## src/rtl/triangle_pkg.sv

```systemverilog
// Shared constants and state encodings for the triangular-pulse line
// (used by both the generator and the decoder).
package triangle_pkg;

    localparam logic [7:0] ZERO_LEVEL = 8'h80;
    localparam logic [7:0] MAX_STEPS  = 8'd128;

    typedef enum logic [1:0] {
        SYNC  = 2'd0,
        IDLE  = 2'd1,
        RAMP  = 2'd2,
        WAIT0 = 2'd3
    } cap_state_t;

    typedef enum logic {
        O_IDLE  = 1'b0,
        O_VALID = 1'b1
    } out_state_t;

    typedef struct packed {
        logic       s;
        logic [6:0] h;
    } result_t;

endpackage

```

## src/rtl/dav_producer.sv

```systemverilog
// Single-entry holding register for a decoded pulse, presented to the
// consumer over the dav_/rfd handshake with this block as producer.
module dav_producer
    import triangle_pkg::*;
(
    input  logic       clock,
    input  logic       reset_,
    input  logic       load,
    input  logic [7:0] data,
    input  logic       rfd,
    output logic       dav_,
    output logic       s,
    output logic [6:0] h,
    output logic       full,
    output logic       free
);

    out_state_t state_reg, state_next;
    logic       full_reg, full_next;
    logic       dav_reg, dav_next;
    result_t    hold_reg, hold_next;

    // Register is released on this edge; a simultaneous load may reuse it.
    assign free = (state_reg == O_VALID) && !rfd;

    always_ff @(posedge clock or negedge reset_) begin
        if (!reset_) begin
            state_reg <= O_IDLE;
            full_reg  <= 1'b0;
            dav_reg   <= 1'b1;
            hold_reg  <= '0;
        end else begin
            state_reg <= state_next;
            full_reg  <= full_next;
            dav_reg   <= dav_next;
            hold_reg  <= hold_next;
        end
    end

    always_comb begin
        state_next = state_reg;
        full_next  = full_reg;
        dav_next   = dav_reg;
        hold_next  = hold_reg;
        case (state_reg)
            O_IDLE: begin
                if (full_reg && rfd) begin
                    state_next = O_VALID;
                    dav_next   = 1'b0;
                end
            end
            O_VALID: begin
                if (!rfd) begin
                    state_next = O_IDLE;
                    dav_next   = 1'b1;
                    full_next  = 1'b0;
                end
            end
            default: begin
                state_next = O_IDLE;
                dav_next   = 1'b1;
            end
        endcase
        if (load && (!full_reg || free)) begin
            hold_next = result_t'(data);
            full_next = 1'b1;
        end
    end

    assign dav_ = dav_reg;
    assign s    = hold_reg.s;
    assign h    = hold_reg.h;
    assign full = full_reg;

endmodule

```

## src/rtl/triangle_decoder.sv

```systemverilog
// Triangular-pulse line receiver: recognises one +/-1-per-clock ramp and its
// single-step return to zero, then hands {sign, height} to dav_producer.
module triangle_decoder
    import triangle_pkg::*;
(
    input  logic       clock,
    input  logic       reset_,
    input  logic [7:0] in,
    output logic       s,
    output logic [6:0] h,
    output logic       dav_,
    input  logic       rfd,
    output logic       err,
    output logic       ovf
);

    localparam logic [7:0] UP_FIRST   = ZERO_LEVEL + 8'd1;
    localparam logic [7:0] DOWN_FIRST = ZERO_LEVEL - 8'd1;

    cap_state_t state_reg, state_next;
    logic       dir_reg, dir_next;
    logic [7:0] last_reg, last_next;
    logic [7:0] cnt_reg, cnt_next;
    logic       err_reg, err_next;
    logic       ovf_reg, ovf_next;
    logic       load;
    logic [7:0] step;
    logic       full;
    logic       free;

    // Next sample expected on the ramp (wraps modulo 256).
    assign step = dir_reg ? (last_reg - 8'd1) : (last_reg + 8'd1);

    always_ff @(posedge clock or negedge reset_) begin
        if (!reset_) begin
            state_reg <= SYNC;
            dir_reg   <= 1'b0;
            last_reg  <= ZERO_LEVEL;
            cnt_reg   <= '0;
            err_reg   <= 1'b0;
            ovf_reg   <= 1'b0;
        end else begin
            state_reg <= state_next;
            dir_reg   <= dir_next;
            last_reg  <= last_next;
            cnt_reg   <= cnt_next;
            err_reg   <= err_next;
            ovf_reg   <= ovf_next;
        end
    end

    always_comb begin
        state_next = state_reg;
        dir_next   = dir_reg;
        last_next  = last_reg;
        cnt_next   = cnt_reg;
        err_next   = 1'b0;
        load       = 1'b0;
        case (state_reg)
            SYNC: begin
                if (in == ZERO_LEVEL) state_next = IDLE;
            end
            IDLE: begin
                if (in == UP_FIRST || in == DOWN_FIRST) begin
                    state_next = RAMP;
                    dir_next   = (in == DOWN_FIRST);
                    last_next  = in;
                    cnt_next   = 8'd1;
                end else if (in != ZERO_LEVEL) begin
                    state_next = WAIT0;
                    err_next   = 1'b1;
                end
            end
            RAMP: begin
                if (in == ZERO_LEVEL) begin
                    state_next = IDLE;
                    load       = 1'b1;
                end else if (in == step && cnt_reg < MAX_STEPS) begin
                    cnt_next  = cnt_reg + 8'd1;
                    last_next = in;
                end else begin
                    state_next = WAIT0;
                    err_next   = 1'b1;
                end
            end
            WAIT0: begin
                if (in == ZERO_LEVEL) state_next = IDLE;
            end
            default: state_next = SYNC;
        endcase
        ovf_next = load && full && !free;
    end

    dav_producer u_producer (
        .clock  (clock),
        .reset_ (reset_),
        .load   (load),
        .data   ({dir_reg, cnt_reg[6:0]}),
        .rfd    (rfd),
        .dav_   (dav_),
        .s      (s),
        .h      (h),
        .full   (full),
        .free   (free)
    );

    assign err = err_reg;
    assign ovf = ovf_reg;

endmodule

```

## config.mk

```make
export PLATFORM = sky130hd
export DESIGN_NAME = triangle_decoder
export DESIGN_NICKNAME = d
export VERILOG_FILES = /design/src/rtl/triangle_pkg.sv /design/src/rtl/dav_producer.sv /design/src/rtl/triangle_decoder.sv
export SDC_FILE = /design/constraint.sdc
export NUM_CORES = 1
export LEC_CHECK = 0
export ABC_AREA = 1
export BUFFER_PORTS_ARGS = -buffer_cell sky130_fd_sc_hd__clkbuf_2
export CAP_MARGIN = 20
export CORE_ASPECT_RATIO = 1.25
export CORE_MARGIN = 8
export CORE_UTILIZATION = 59
export CTS_CLUSTER_SIZE = 12
export DETAILED_ROUTE_END_ITERATION = 8
export GPL_TIMING_DRIVEN = 0
export HOLD_SLACK_MARGIN = 0.06
export PLACE_DENSITY = 0.8
export SLEW_MARGIN = 20
export SYNTH_ARGS = -nofsm -noshare
export SYNTH_HDL_FRONTEND = slang
export SYNTH_SLANG_ARGS = --single-unit
```

## constraint.sdc

```tcl
create_clock -name clock -period 3.1 [get_ports clock]
set_input_delay 0.62 -clock clock [delete_from_list [all_inputs] [get_ports clock]]
set_output_delay 0.62 -clock clock [all_outputs]
set_load 0.01 [all_outputs]
```

==> flow_summary_export.csv, run 1 <==
group,metric,value,unit
cts,cts_tree,"yes",
placed_design,port_buffers,21,
placed_design,hpwlAfterDp,3380,µm
floorplanning,start_util,60.9,%
floorplanning,core_area,0.00345,mm²
finish,n_antenna_cell,0,
cts,cts_setup_buffers,0,
floorplanning,die_area,0.00574,mm²
power_and_ir_drop,p_leak,1.33,nW
floorplanning,num_rows,24,
logic_synthesis,ys_ff_latch,32,
critical_path,crit_path_start,"dir_reg",
logic_synthesis,synth_nets,315,
critical_path,critPathRequiredTime,3.27,ns
finish,areaGrowthSynthToFinish,13.3,%
global_routing,grt_overflow_total,0,
drt,ant_nets,0,
logic_synthesis,synth_common_cells,"104 x nand2_1, 42 x inv_1, 30 x dfrtp_1",
logic_synthesis,async_flop_share,100,%
drt,drt_iter0_drc,56,
cts,clk_pin_slew_worst_paths,0.08,ns
sta,post-route-period-util,79.2,%
sta,fin_skew,0.0110,ns
cts,clk_latency,0.29,ns
drt,vias,1846,
cts,hold_buffers,0,
logic_synthesis,ys_types,29,
critical_path,path_class,"register to register",
critical_path,r2r-end,"last_reg[4]",
hold_path,hold_class,"input port to asynchronous set/reset pin",
global_routing,grt_max_degree,33,
cts,numCtsBuffers,5,
power_and_ir_drop,ir_worst_vdd,681,µV
critical_path,reg2reg_depth,15,
sta,tightestPinTransition,0.792,ns
critical_path,regToRegSetupSlack,0.64,ns
placed_design,gp_congestion,0.830,
power_and_ir_drop,p_per_area,826,mW/mm²
finish,post-route-util,69.0,%
sta,hold_viol,0,
logic_synthesis,synth_top_flop_cell,"dfrtp_1",
logic_synthesis,yosysSeqAreaShare,38.2,%
sta,max-slew-margin-rel,47.2,%
logic_synthesis,netlist.top_cell.by_area,"dfrtp_1",
sta,min_period,2.46,ns
placed_design,post-place-ws,0.662,ns
critical_path,end_kind,"register",
critical_path,r2r-start,"dir_reg",
floorplanning,die_h,82.8,µm
critical_path,path_max_fanout,11,
logic_synthesis,avgSynthCellArea,7.18,µm²
sta,final_max_slew_viol_count,0,
finish,drive_above_1_share,18.6,%
sta,finalSetupViolCount,0,
sta,tns,0,ns
logic_synthesis,syn_area,0.00210,mm²
drt,dr.pass1.iters,4,
logic_synthesis,yosys-top-cells-area,"dfrtp_1 36%, nand2_1 19%, inv_1 7.5%",
logic_synthesis,synth_top_area_share,35.7,%
global_routing,grt_pass1_vias,1887,
logic_synthesis,synth_edf_count,0,
outcome,status,"finished clean",
cts,cts_sinks,32,
drt,wirelength,4290,µm
critical_path,start_kind,"register",
cts,clockBufferDepth,2,
global_routing,grtUsageTotal,16.5,%
sta,setup_ws,0.644,ns
floorplanning,pin_count,22,
sta,rsz0062_at_grt,"false",
floorplanning,die_w,69.4,µm
cts,root_buffer,"clkbuf_8",
logic_synthesis,synth_most_common_cell,"nand2_1",
global_routing,antenna_found_initial,0,
logic_synthesis,ys_warn_count,0,
drt,vias_per_cell,5.11,
cts,htreeDepth,2,
critical_path,cp.arrival,2.63,ns
global_routing,grt_pass1_wl,7820,µm
sta,timing.fmax,0.407,GHz
job,drv_cap,0,
drt,drc,0,
cts,cts_resized,0,
finish,fin_nets,343,
drt,wl_per_cell,11.9,µm
logic_synthesis,synth_cells,293,
[worst max path at each step]
stage / endpoint / slack, ns / cells past startpoint
floorplan: cnt_reg[0] / 0.93 / 15
global placement: cnt_reg[0] / 0.70 / 15
detailed placement: last_reg[4] / 0.66 / 14
CTS: last_reg[4] / 0.63 / 15
global route: cnt_reg[5] / 0.44 / 13
finish: last_reg[4] / 0.64 / 15
[stage by stage]
stage	instance area [µm²]	hold slack, ns	total power [mW]	std cells
after floorplan	2100	0.324	1.34	293
after global placement	2260	0.456	1.51	353
after detailed placement	2260	0.460	1.54	353
after CTS	2380	0.429	1.98	361
after global routing	2380	0.483	2.15	361
final	2380	0.400	1.97	361
[power by group]
group	internal [mW]	switching [mW]
combinational	0.346	0.580
clock	0.284	0.155
sequential	0.531	0.0719
total	1.16	0.807
[layout make-up]
type,instances,area (µm²)
repair buffers,21,105
clock inverters,1,30.0
well taps,39,48.8
inverters,49,184
plain buffers,3,26.3
flip-flops and latches,32,803
fillers,299,1070
clock buffers,7,96.3
multi-input cells,209,1090
[critical path: stages (launching register included)]
cell     delay (ns)
dfrtp_1        0.56
fa_1           0.64
inv_1          0.05
nand2_1        0.07
nand3_1        0.07
nor2_1         0.10
nand2_1        0.06
nor2_2         0.07
nand2_1        0.06
nor2_2         0.13
nand2_2        0.07
nand2_4        0.09
nand2_4        0.07
buf_6          0.15
nand2_1        0.07
o21ai_2        0.05
[cells in the final DEF, fill, tap and decap left out, types with 2 or more instances in the layout]
cell type and n:
nand2_2 3, dfstp_2 2, buf_6 2, nor3b_1 3
o21ai_2 8, inv_1 42, xor2_1 3, nand3b_1 2
clkbuf_2 21, ha_1 10, nand3_1 24, nor3_1 4
nor2_2 4, nand2_1 104, clkbuf_8 7, inv_2 7
nand4_1 4, nand2_4 2, o21ai_0 11, a21oi_1 3
dfrtp_1 30, nor2_1 16
[per-layer routing]
layer | GRT usage, % | share of wire, %
met1 | 16.8 | 42
met2 | 32.0 | 53
met3 | 3.70 | 2.8
met4 | 7.39 | 2.2
met5 | 0 | 0
[cell families (layout without fill, tap and decap cells)]
group	count (synthesis)	in the layout	share of synthesized area, %
multiplexers	1	1	0.535
flip-flops	32	32	38.2
AO/OA/AOI/OAI	25	25	7.67
XOR/XNOR	4	4	1.67
adder cells (fa/ha/maj)	11	11	6.90
buffers and inverters	52	81	9.99
AND/OR/NAND/NOR	168	168	35.0
Power figures use the tool's default switching activity.
==> inputs of run 2 (changes only) <==
==> constraint.sdc (replaced) <==
create_clock -name clock -period 2.57 [get_ports clock]
set_input_delay 0.514 -clock clock [delete_from_list [all_inputs] [get_ports clock]]
set_output_delay 0.514 -clock clock [all_outputs]
set_load 0.01 [all_outputs]
==> flow_summary_export.csv, run 2 (same netlist as run 1, synthesis figures left out) <==
group,metric,value,unit
cts,cts_tree,"yes",
cts,htreeDepth,2,
finish,drive_above_1_share,18.9,%
global_routing,grt_pass1_wl,7820,µm
global_routing,grt_max_degree,33,
cts,cts_resized,0,
cts,cts_setup_buffers,0,
cts,clk_latency,0.29,ns
power_and_ir_drop,p_leak,1.33,nW
critical_path,path_max_fanout,11,
power_and_ir_drop,p_per_area,998,mW/mm²
critical_path,critPathRequiredTime,2.74,ns
sta,rsz0062_at_grt,"false",
placed_design,port_buffers,21,
drt,vias,1858,
critical_path,crit_buf_inv,2,
finish,fin_nets,343,
sta,max-slew-margin-rel,47.4,%
global_routing,grtUsageTotal,16.5,%
drt,vias_per_cell,5.15,
drt,ant_nets,0,
critical_path,path_class,"register to register",
finish,areaGrowthSynthToFinish,13.4,%
global_routing,grt_overflow_total,0,
job,drv_cap,0,
floorplanning,die_h,82.8,µm
floorplanning,core_area,0.00345,mm²
global_routing,grt_pass1_vias,1887,
sta,finalSetupViolCount,0,
floorplanning,start_util,60.9,%
drt,drc,0,
floorplanning,pin_count,22,
cts,cts_sinks,32,
placed_design,hpwlAfterDp,3380,µm
finish,n_antenna_cell,0,
sta,final_max_slew_viol_count,0,
placed_design,gp_congestion,0.830,
sta,tns,0,ns
sta,fin_skew,0.0107,ns
drt,dr.pass1.iters,4,
cts,root_buffer,"clkbuf_8",
drt,wirelength,4340,µm
sta,hold_ws,0.293,ns
sta,hold_viol,0,
power_and_ir_drop,ir_worst_vdd,820,µV
critical_path,cp_common_cell,"nand2_1",
critical_path,cp.arrival,2.55,ns
cts,clk_pin_slew_worst_paths,0.08,ns
cts,hold_buffers,0,
drt,drt_iter0_drc,53,
drt,wl_per_cell,12.0,µm
placed_design,placedCellCount,353,
critical_path,end_kind,"register",
finish,fill_cells,299,
floorplanning,num_rows,24,
sta,tightestPinTransition,0.789,ns
hold_path,hold_class,"input port to asynchronous set/reset pin",
floorplanning,die_area,0.00574,mm²
outcome,status,"finished clean",
finish,layout.cells.non_filler,361,
cts,clockBufferDepth,2,
floorplanning,die_w,69.4,µm
sta,min_period,2.38,ns
critical_path,slowest_stage,"fa_1",
finish,post-route-util,69.1,%
global_routing,antenna_found_initial,0,
finish,final_cell_mix,"104 x nand2_1, 42 x inv_1, 29 x dfrtp_1",
critical_path,start_kind,"register",
critical_path,slowest_delay,0.60,ns
sta,post-route-period-util,92.4,%
finish,mostFrequentLayoutCell,"nand2_1",
critical_path,crit_family,"simple AND/OR/NAND/NOR gates",
cts,numCtsBuffers,5,
critical_path,crit_chain,"fa_1 -> inv_1 -> nand2_1 -> nand3_1 -> nor2_1 -> nand2_1 -> nor2_2 -> nand2_1 -> nor2_2 -> nand2_2 -> nand2_4 -> nand2_4 -> buf_6 -> nand2_1 -> o21ai_2",
sta,timing.fmax,0.421,GHz
-- run 2: cell count changes in the layout (fill, tap and decap cells not counted) --
| cell | change |
|---|---|
| dfrtp_1 | -1 |
| dfrtp_2 | +1 |
-- run 2: cell type report --
type                            instances  area (µm²)  area share, %
Buffer                                  3        26.3           1.10
Multi-Input combinational cell        209        1090           45.7
Sequential cell                        32         805           33.7
Inverter                               49         184           7.71
Timing Repair Buffer                   21         105           4.41
Tap cell                               39        48.8           2.05
Clock buffer                            7        96.3           4.04
Clock inverter                          1        30.0           1.26
-- run 2: per-stage QoR --
| stage | area, µm² | power (mW) | setup WS [ns] |
|---|---|---|---|
| 3_3_place_gp | 2260 | 1.82 | 0.174 |
| 2_1_floorplan | 2100 | 1.62 | 0.401 |
| 4_1_cts | 2380 | 2.39 | 0.0977 |
| 5_1_grt | 2380 | 2.60 | 0.0130 |
| 6_report | 2380 | 2.38 | 0.195 |
| 3_5_place_dp | 2260 | 1.85 | 0.132 |
-- run 2: worst paths after layout --
path                            cells after the start        from  slack (ns)            to
min in group clock                                  3       in[7]        0.47   last_reg[7]
worst max register to register                     15     dir_reg        0.19   last_reg[4]
worst min-delay path                                1      reset_        0.29  state_reg[0]
max in group asynchronous                           1      reset_        1.74       dir_reg
worst max-delay path                               15     dir_reg        0.19   last_reg[4]
worst min register to register                      2  cnt_reg[4]        0.48    cnt_reg[4]
-- run 2: report_power, final --
part	internal (mW)	switching, mW	total, mW	leakage, nW
clock network	0.342	0.187	0.529	0.0645
registers	0.640	0.0870	0.727	0.412
logic	0.418	0.705	1.12	0.854
-- run 2: per-layer routing --
layer	track usage (%)	part of all wire [%]	up-vias
met5	0	0	-
met3	3.70	3.4	9
li1	-	-	963
met1	16.8	41	855
met2	32.0	53	31
met4	7.39	2.1	0
==> inputs of run 3 (changes only) <==
--- a/config.mk
+++ b/config.mk
@@ -10,12 +10,12 @@
 export CAP_MARGIN = 20
 export CORE_ASPECT_RATIO = 1.25
 export CORE_MARGIN = 8
-export CORE_UTILIZATION = 59
+export CORE_UTILIZATION = 63
 export CTS_CLUSTER_SIZE = 12
 export DETAILED_ROUTE_END_ITERATION = 8
 export GPL_TIMING_DRIVEN = 0
 export HOLD_SLACK_MARGIN = 0.06
-export PLACE_DENSITY = 0.8
+export PLACE_DENSITY = 0.85
 export SLEW_MARGIN = 20
 export SYNTH_ARGS = -nofsm -noshare
 export SYNTH_HDL_FRONTEND = slang
==> constraint.sdc (replaced) <==
create_clock -name clock -period 3.05 [get_ports clock]
set_input_delay 0.61 -clock clock [delete_from_list [all_inputs] [get_ports clock]]
set_output_delay 0.61 -clock clock [all_outputs]
set_load 0.01 [all_outputs]
==> flow_summary_export.csv, run 3 (same netlist as run 1, synthesis figures left out) <==
group,metric,value,unit
outcome,status,"finished clean",
global_routing,grt_pass1_vias,1795,
placed_design,port_buffers,21,
finish,areaGrowthSynthToFinish,12.5,%
drt,dr.pass1.iters,4,
hold_path,hold_class,"input port to asynchronous set/reset pin",
sta,timing.fmax,0.408,GHz
power_and_ir_drop,p_switching,0.833,mW
critical_path,cp.arrival,2.63,ns
placed_design,post-place-ws,0.594,ns
cts,root_buffer,"clkbuf_8",
critical_path,reg2reg_depth,15,
critical_path,r2r-end,"cnt_reg[0]",
global_routing,grt_pass1_wl,7490,µm
cts,clk_latency,0.29,ns
sta,tightestPinTransition,0.787,ns
floorplanning,die_w,67.7,µm
critical_path,path_max_fanout,11,
floorplanning,core_area,0.00319,mm²
finish,final_cell_mix,"104 x nand2_1, 42 x inv_1, 30 x dfrtp_1",
critical_path,start_kind,"register",
power_and_ir_drop,p_per_area,831,mW/mm²
global_routing,antenna_found_initial,0,
sta,max-slew-margin-rel,47.5,%
critical_path,critPathRequiredTime,3.23,ns
sta,post-route-period-util,80.3,%
drt,wl_per_cell,12.4,µm
placed_design,placed_area,0.00225,mm²
sta,finalSetupViolCount,0,
finish,mostFrequentLayoutCell,"nand2_1",
power_and_ir_drop,fin_total_pwr,1.97,mW
power_and_ir_drop,ir_worst_vdd,633,µV
drt,drt_iter0_drc,92,
floorplanning,die_area,0.00546,mm²
sta,setup_ws,0.601,ns
cts,clockBufferDepth,2,
cts,numCtsBuffers,5,
cts,hold_buffers,0,
floorplanning,num_rows,23,
floorplanning,die_h,80.6,µm
drt,vias_per_cell,5.24,
finish,stdcell_area,0.00237,mm²
cts,cts_resized,0,
sta,hold_viol,0,
sta,tns,0,ns
sta,min_period,2.45,ns
power_and_ir_drop,cell_internal_pwr,1.13,mW
sta,fin_skew,0.00422,ns
global_routing,grt_overflow_total,0,
drt,vias,1882,
finish,fin_nets,343,
placed_design,hpwlAfterDp,3480,µm
critical_path,path_class,"register to register",
cts,clk_pin_slew_worst_paths,0.07,ns
global_routing,grtUsageTotal,17.9,%
drt,drc,0,
critical_path,end_kind,"register",
finish,n_antenna_cell,0,
critical_path,regToRegSetupSlack,0.60,ns
cts,cts_sinks,32,
sta,final_max_slew_viol_count,0,
critical_path,crit_path_start,"dir_reg",
sta,rsz0062_at_grt,"false",
drt,ant_nets,0,
global_routing,grt_max_degree,33,
power_and_ir_drop,p_sw_share,42.3,%
sta,hold_ws,0.391,ns
critical_path,r2r-start,"dir_reg",
job,drv_cap,0,
power_and_ir_drop,p_leak,1.32,nW
floorplanning,pin_count,22,
power_and_ir_drop,p_clk_share,20.6,%
power_and_ir_drop,pwr-share-seq,31.2,%
placed_design,gp_congestion,0.829,
power_and_ir_drop,pwr-share-comb,48.1,%
cts,htreeDepth,2,
drt,wirelength,4470,µm
cts,cts_tree,"yes",
finish,drive_above_1_share,18.6,%
floorplanning,start_util,65.8,%
cts,cts_setup_buffers,0,
[run 3: area by class of cell]
type,count,area (µm²)
Buffer,3,26.3
Sequential cell,32,803
Timing Repair Buffer,21,105
Fill cell,268,828
Inverter,49,184
Clock inverter,3,42.5
Multi-Input combinational cell,209,1090
Tap cell,37,46.3
Clock buffer,5,68.8
[run 3: critical path, stage by stage, from the launching register on]
cell and delay (ns):
dfrtp_1 0.55, fa_1 0.64, inv_1 0.05, nand2_1 0.07, nand3_1 0.08, nor2_1 0.11, nand2_1 0.06, nor2_2 0.07
nand2_1 0.06, nor2_2 0.14, nand2_2 0.07, nand2_4 0.09, nand2_4 0.07, buf_6 0.15, nor2_2 0.09, a21oi_2 0.04
[run 3: power groups by stage]
stage          Sequential, mW  Combinational, mW  Clock [mW]
2_1_floorplan           0.609              0.753           0
3_3_place_gp            0.614              0.915           0
3_5_place_dp            0.621              0.943           0
4_1_cts                 0.614              0.952       0.415
5_1_grt                 0.627               1.07       0.433
6_report                0.614              0.947       0.406
[run 3: layer usage]
layer / GRT usage [%] / share of wire, %
met3: 4.73 / 3.3
met1: 18.1 / 41
met5: 0 / 0
met2: 32.7 / 53
met4: 8.18 / 2.3
[run 3: worst max-delay path by stage]
stage / end / depth (start not counted) / slack (ns)
after floorplan: cnt_reg[0] / 15 / 0.88
after detailed placement: cnt_reg[0] / 15 / 0.59
after global routing: last_reg[4] / 14 / 0.41
after global placement: cnt_reg[0] / 14 / 0.65
after CTS: cnt_reg[0] / 15 / 0.57
final: cnt_reg[0] / 15 / 0.60
[run 3: stage by stage]
step / cells / utilization [%]
2_1_floorplan: 293 / -
6_report: 359 / 74.1
3_3_place_gp: 351 / 70.6
5_1_grt: 359 / 74.1
4_1_cts: 359 / 74.1
3_5_place_dp: 351 / 70.6
